$ cat config.mk
export PLATFORM = sky130hd
export DESIGN_NAME = queue
export DESIGN_NICKNAME = d
export VERILOG_FILES = /design/src/rtl/queue.sv
export SDC_FILE = /design/constraint.sdc
export NUM_CORES = 1
export LEC_CHECK = 0
export ABC_CLOCK_PERIOD_IN_PS = 2900
export CELL_PAD_IN_SITES_DETAIL_PLACEMENT = 1
export CELL_PAD_IN_SITES_GLOBAL_PLACEMENT = 1
export CORE_MARGIN = 2
export CORE_UTILIZATION = 40
export CTS_CLUSTER_SIZE = 12
export DETAILED_ROUTE_END_ITERATION = 12
export PLACE_DENSITY = 0.74
export SYNTH_ARGS = -nofsm -noshare
export SYNTH_HDL_FRONTEND = slang
export SYNTH_SLANG_ARGS = --single-unit
$ cat constraint.sdc
create_clock -name Clk -period 2.9 [get_ports Clk]
set_clock_uncertainty 0.05 [all_clocks]
set_input_delay 0.435 -clock Clk [delete_from_list [all_inputs] [get_ports Clk]]
set_output_delay 0.435 -clock Clk [all_outputs]
set_load 0.01 [all_outputs]
$ cat src/rtl/queue.sv
// queue: circular-buffer FIFO with occupancy count, registered read data and read-valid strobe.
// Latency: 1 clock from an accepted Pop to Data_Out/Data_Valid; a push is readable on the next cycle.
// Backpressure: Full/Empty advertise state; pushes while Full (without Pop) and pops while Empty are dropped.
//
// Ports:
//   Clk        - clock, rising edge
//   RstN       - synchronous active-low reset
//   Data_In    - write data, captured on an accepted push
//   Push, Pop  - enqueue / dequeue requests
//   Data_Out   - registered read data, holds when no pop is accepted
//   Data_Valid - one-cycle strobe, Data_Out was loaded on the last edge
//   Count      - current occupancy (0..QUEUE_DEPTH)
//   Full/Empty - decoded from Count
//   Overflow/Underflow - sticky error flags, only live when QUEUE_ERR_FLAGS_EN is defined
//
// Build option: define QUEUE_ERR_FLAGS_EN to synthesize the sticky Overflow/Underflow flags;
// otherwise both outputs are tied low and the ports stay for interface compatibility.
module queue #(
  parameter int QUEUE_DEPTH = 8,
  parameter int QUEUE_WIDTH = 4
) (
  input  logic                             Clk,
  input  logic                             RstN,
  input  logic [QUEUE_WIDTH-1:0]           Data_In,
  input  logic                             Push,
  input  logic                             Pop,
  output logic [QUEUE_WIDTH-1:0]           Data_Out,
  output logic                             Data_Valid,
  output logic [$clog2(QUEUE_DEPTH+1)-1:0] Count,
  output logic                             Full,
  output logic                             Empty,
  output logic                             Overflow,
  output logic                             Underflow
);

  localparam int PW = $clog2(QUEUE_DEPTH);
  localparam int CW = $clog2(QUEUE_DEPTH+1);
  localparam logic [PW-1:0] LAST_PTR = PW'(QUEUE_DEPTH-1);
  localparam logic [CW-1:0] DEPTH_C  = CW'(QUEUE_DEPTH);

  logic [QUEUE_WIDTH-1:0] mem_q [QUEUE_DEPTH];
  logic [PW-1:0]          head_q, head_d;
  logic [PW-1:0]          tail_q, tail_d;
  logic [CW-1:0]          count_q, count_d;
  logic [QUEUE_WIDTH-1:0] dout_q, dout_d;
  logic                   dvld_q, dvld_d;
  logic                   full, empty;
  logic                   do_push, do_pop;

  assign full  = (count_q == DEPTH_C);
  assign empty = (count_q == '0);

  // A push is accepted when there is room, or when a simultaneous pop frees
  // a slot. On an empty queue a paired pop is dropped (no bypass path), so
  // only the push goes through.
  always_comb begin
    do_push = Push && (!full || Pop);
    do_pop  = Pop && !empty;
  end

  always_comb begin
    head_d  = head_q;
    tail_d  = tail_q;
    count_d = count_q;
    dout_d  = dout_q;
    dvld_d  = 1'b0;
    if (do_push) begin
      // Explicit wrap so non-power-of-two depths work.
      tail_d = (tail_q == LAST_PTR) ? '0 : tail_q + 1'b1;
    end
    if (do_pop) begin
      dout_d = mem_q[head_q];
      dvld_d = 1'b1;
      head_d = (head_q == LAST_PTR) ? '0 : head_q + 1'b1;
    end
    case ({do_push, do_pop})
      2'b10:   count_d = count_q + 1'b1;
      2'b01:   count_d = count_q - 1'b1;
      default: count_d = count_q;
    endcase
  end

  always_ff @(posedge Clk) begin
    if (!RstN) begin
      head_q  <= '0;
      tail_q  <= '0;
      count_q <= '0;
      dout_q  <= '0;
      dvld_q  <= 1'b0;
      for (int i = 0; i < QUEUE_DEPTH; i++) begin
        mem_q[i] <= '0;
      end
    end else begin
      head_q  <= head_d;
      tail_q  <= tail_d;
      count_q <= count_d;
      dout_q  <= dout_d;
      dvld_q  <= dvld_d;
      // When full with push+pop, tail == head: the read above takes the old
      // entry (pre-edge value) while this write replaces it.
      if (do_push) begin
        mem_q[tail_q] <= Data_In;
      end
    end
  end

`ifdef QUEUE_ERR_FLAGS_EN
  logic ovf_q, ovf_d;
  logic unf_q, unf_d;

  // Observes requests only; never feeds back into queue state.
  always_comb begin
    ovf_d = ovf_q | (Push && !Pop && full);
    unf_d = unf_q | (Pop && !Push && empty);
  end

  always_ff @(posedge Clk) begin
    if (!RstN) begin
      ovf_q <= 1'b0;
      unf_q <= 1'b0;
    end else begin
      ovf_q <= ovf_d;
      unf_q <= unf_d;
    end
  end

  assign Overflow  = ovf_q;
  assign Underflow = unf_q;
`else
  assign Overflow  = 1'b0;
  assign Underflow = 1'b0;
`endif

  assign Data_Out   = dout_q;
  assign Data_Valid = dvld_q;
  assign Count      = count_q;
  assign Full       = full;
  assign Empty      = empty;

endmodule

# == Word level (Yosys, flattened, before mapping) ==
# Memory sizes are Yosys's and may differ from the RTL's. A register that Yosys moved wholly into a read port is not among the register bits.
# Cells that the tools add are included.
# op_classes
eq_ne,5
reduce_logical,9
n_mux,11
n_addsub,4
# op_table
cell,count
2-to-1 mux 3 bit,3
one-hot mux 4 bit (2 select lines),1
adder 3 x 1 -> 3 bit (second input constant),2
equality test 3 bit (second input constant),2
2-to-1 mux 1 bit,6
adder 4 x 1 -> 4 bit (second input constant),1
equality test 4 bit (second input constant),1
zero test 4 bit,1
2-to-1 mux 4 bit,1
OR reduction 4 bit,1
subtractor 4 x 1 -> 4 bit (second input constant),1
zero test 1 bit,3
equality test 2 x 1 -> 1 bit (second input constant),1
equality test 2 bit (second input constant),1
logical AND 1 bit,2
nonzero test 2 bit,1
logical OR 1 bit,1
# word_totals
output_inout_bits,13
ff_bits,11
mem_bits_rw,32
input_bits,8
mem_count,1
# mem_list
name,depth,width,rd,rd_ports_with_merged_regs,write_ports,line,text
mem_q,8,4,1,1,8,41,logic [QUEUE_WIDTH-1:0] mem_q [QUEUE_DEPTH];

# == Logic depth before layout (Yosys ltp) ==
# depth
depth_word,9
mapped_depth,9
mapped_depth_nobuf,9

# == Least setup slack after synthesis ==
# OpenSTA, ideal clock, no wires.
# synth_timing
kind,flip-flop to flip-flop
start,register count_q[0] (netlist: Count[0])
end,register count_q[3] (netlist: Count[3])
t_required_ns,2.778
t_arrival_ns,2.431
setup_ns,0.072
setup_slack_ns,0.347
stages_incl_launch_ff,10
path_cell_list,dfxtp_1 > or4b_1 > o21a_4 > clkinv_4 > ha_1 > ha_1 > a21o_2 > a21oi_1 > mux2i_1 > mux2i_1
# synth_via
elab_chain_len,6
word_cells_on_any_way,13
classes_between,2 x add/sub; 3 x eq/ne; 1 x mux; 7 x reduce/logical
# synth_lines
item,line,text
"start, declared",44,"logic [CW-1:0] count_q, count_d;"
"start signal, assigned",96,count_q <= count_d;
equality test 4 bit,50,assign full = (count_q == DEPTH_C);
zero test 1 bit,57,do_push = Push && (!full || Pop);
logical OR 1 bit,57,
logical AND 1 bit,57,
equality test 2 x 1 -> 1 bit or equality test 2 bit (tied branches),76,"case ({do_push, do_pop})"
one-hot mux 4 bit (2 select lines) or nonzero test 2 bit (tied branches),-,
# Parallel ways exist; a longest one is shown, timed or not.
# A chain may end at the register's enable or synchronous reset.

# == Worst setup path in the final report ==
# Ends and elaborated chain as after synthesis.

==> impl_metrics.yaml <==
yosys:
  synth_most_common_cell: "nor2_1"
  synth-seq-cells: 47
  synth_top_area_cell: "edfxtp_1"
  yosys.area.top_type_share: 0.425
  ys_warn_count: 0
  netlist_area_um2: 2260
  ys.flop_type: "edfxtp_1"
  async_flop_share: 0
  avgSynthCellArea_um2: 11.7
  ys_top_cells_by_area: "edfxtp_1 43%, dfxtp_1 13%, mux4_2 8.0%"
  ys_seq_area_frac: 0.558
  synth_cells: 194
  yosysUniqueCellTypes: 39
  ys_top_cells_by_count: "39 x nor2_1, 32 x edfxtp_1, 21 x nand2_1, 15 x dfxtp_1, 9 x o21ai_0"
  synth-edff-count: 32
floorplanning:
  coreArea_um2: 5470
  start_util: 0.413
  rows: 27
  die_h_um: 79.2
  io_pins: 21
  die_area_um2: 6270
  dieWidth_um: 79.2
status:
  status: "finished, final reports clean"
drt:
  via_per_inst: 5.08
  drt_first_pass_iters: 4
  drc_errors: 0
  vias: 1463
  avgRoutedWirePerCell_um: 16.4
  antenna_left: 0
  wirelength_um: 4720
  drt_first_iter_violations: 145
clocking:
  cts_hold_buffers: 0
  clock_path_buffers: 2
  cts_sinks: 47
  cts-root-buf: "clkbuf_8"
  cts_tree: "built"
  cts.htree.levels: 2
  cts_resized: 0
  path_clk_slew_ps: 80
  clk_latency_ps: 300
  cts_buffers: 5
  post-cts-setup-buffers: 0
setup_path:
  cp-start-kind: "flip-flop"
  worstPathArrival_ps: 2860
  critPathSlowestCell: "or4b_1"
  cp_cell_sequence: "or4b_1 > o21a_4 > clkinv_4 > ha_1 > ha_1 > a21o_2 > a21oi_1 > mux2i_1 > mux2i_1"
  worst-path-buf-inv: 1
  worst_setup_path_end_kind: "flip-flop"
  path_class: "reg2reg"
  crit_family: "compound AO/OA/AOI/OAI gates"
  cp.required_ps: 3080
  cp_max_fo: 9
  crit_path_max_incr_delay_ps: 590
pwr:
  p_leak_nw: 0.944
  max-vdd-ir-drop_v: 0.000386
  total_power_mw: 1.94
  p_per_area_nw_per_um2: 749
worst_hold_path:
  hold_path_class: "reg2reg"
timing:
  min_period_ps: 2680
  max_slew_margin: 0.554
  finalCritPeriodShare: 0.925
  rsz0062_at_grt: "false"
  tightest_slew_ps: 662
  fmax_ghz: 0.373
  timing.setup.tns_ps: 0
  setup-violations-final: 0
  final_hold_viol_count: 0
  slew_violations: 0
  hold_ws_ps: 467
run:
  drv_cap: 0
global_route:
  grt_pass1_wl_um: 8000
  grt_overflow: 0
  grt_usage: 0.172
  grt_max_degree: 19
  grt_pass1_vias: 1601
  antenna_found_initial: 0
cells_and_area:
  antenna_cells: 0
  drive_gt1_frac: 0.130
  fillCellCount: 608
  syn2layout_area_growth_pct: 14.5
  fin_nets: 231
placed_design:
  port_buffers: 18
  routabilityCongestion: 0.785
  dp_hpwl_um: 3520
kinds of logic after synthesis:
logic type | count (synthesis) | synth area share
AOI/OAI and AO/OA | 27 | 0.0841
other | 1 | 0.00166
muxes | 10 | 0.0885
buffers and inverters | 16 | 0.0454
adders and majority gates | 8 | 0.0476
xor gates and xnor gates | 2 | 0.00775
DFF | 47 | 0.558
and+or+nand+nor | 83 | 0.167
layout by cell type, fill, tap and decap left out, drive strengths merged, types with 3 or more instances in the layout:
master and count:
clkdlybuf4s50 18, buf 5, edfxtp 32, dfxtp 15, nand3 4, nand2b 5
clkbuf 7, o31ai 4, nand2 21, a21boi 6, ha 7, and2 4
mux4 8, nor2b 3, o21ai 9, o22ai 4, inv 5, nor2 39
power breakdown:
group	leakage, nW	switching [mW]	internal [mW]	total [mW]
sequential	0.456	0.106	0.805	0.911
combinational	0.440	0.288	0.333	0.621
clock	0.0482	0.213	0.193	0.406
worst register-to-register path, stage by stage, from the launching register on:
cell	delay (ps)
dfxtp_1	370
or4b_1	590
o21a_4	260
clkinv_4	90
ha_1	220
ha_1	250
a21o_2	210
a21oi_1	170
mux2i_1	230
mux2i_1	180
per-stage QoR:
stage	worst slack, ps	area (µm²)	util	instances
floorplan	347	2260	-	195
global route	17.4	2590	0.473	288
global placement	236	2500	0.456	280
finish	217	2590	0.473	288
CTS	193	2590	0.473	288
detailed placement	193	2500	0.456	280
sequential cells by signal, summed over array words and instances, names as in the netlist:
name and cells:
tail_q 3, Count 4, head_q 3, Data_Valid 1, Data_Out 4, mem_q 32
per-layer routing:
| metal | up-vias | share of wire | track usage |
|---|---|---|---|
| met2 | 23 | 0.49 | 0.287 |
| met4 | 0 | 0.014 | 0.0672 |
| met1 | 712 | 0.47 | 0.218 |
| met3 | 5 | 0.028 | 0.0375 |
| li1 | 723 | - | - |
| met5 | - | 0 | 0 |
final timing paths:
| check | slack, ps | to | depth (start not counted) | start |
|---|---|---|---|---|
| setup / recovery | 220 | Count[3] | 9 | Count[0] |
| hold / removal | 470 | head_q[2] | 2 | head_q[2] |
| setup reg to reg | 220 | Count[3] | 9 | Count[0] |
| hold reg to reg | 470 | head_q[2] | 2 | head_q[2] |
layout make-up:
type	count	area (µm²)	share of cell area
clock buffers	7	86.3	0.0333
clock inverters	1	5.00	0.00193
inverters	6	27.5	0.0106
multi-input cells	132	901	0.348
flip-flops and latches	47	1260	0.487
well taps	72	90.1	0.0348
repair buffers	23	218	0.0841
No activity file was read; power rests on OpenSTA's default activity.
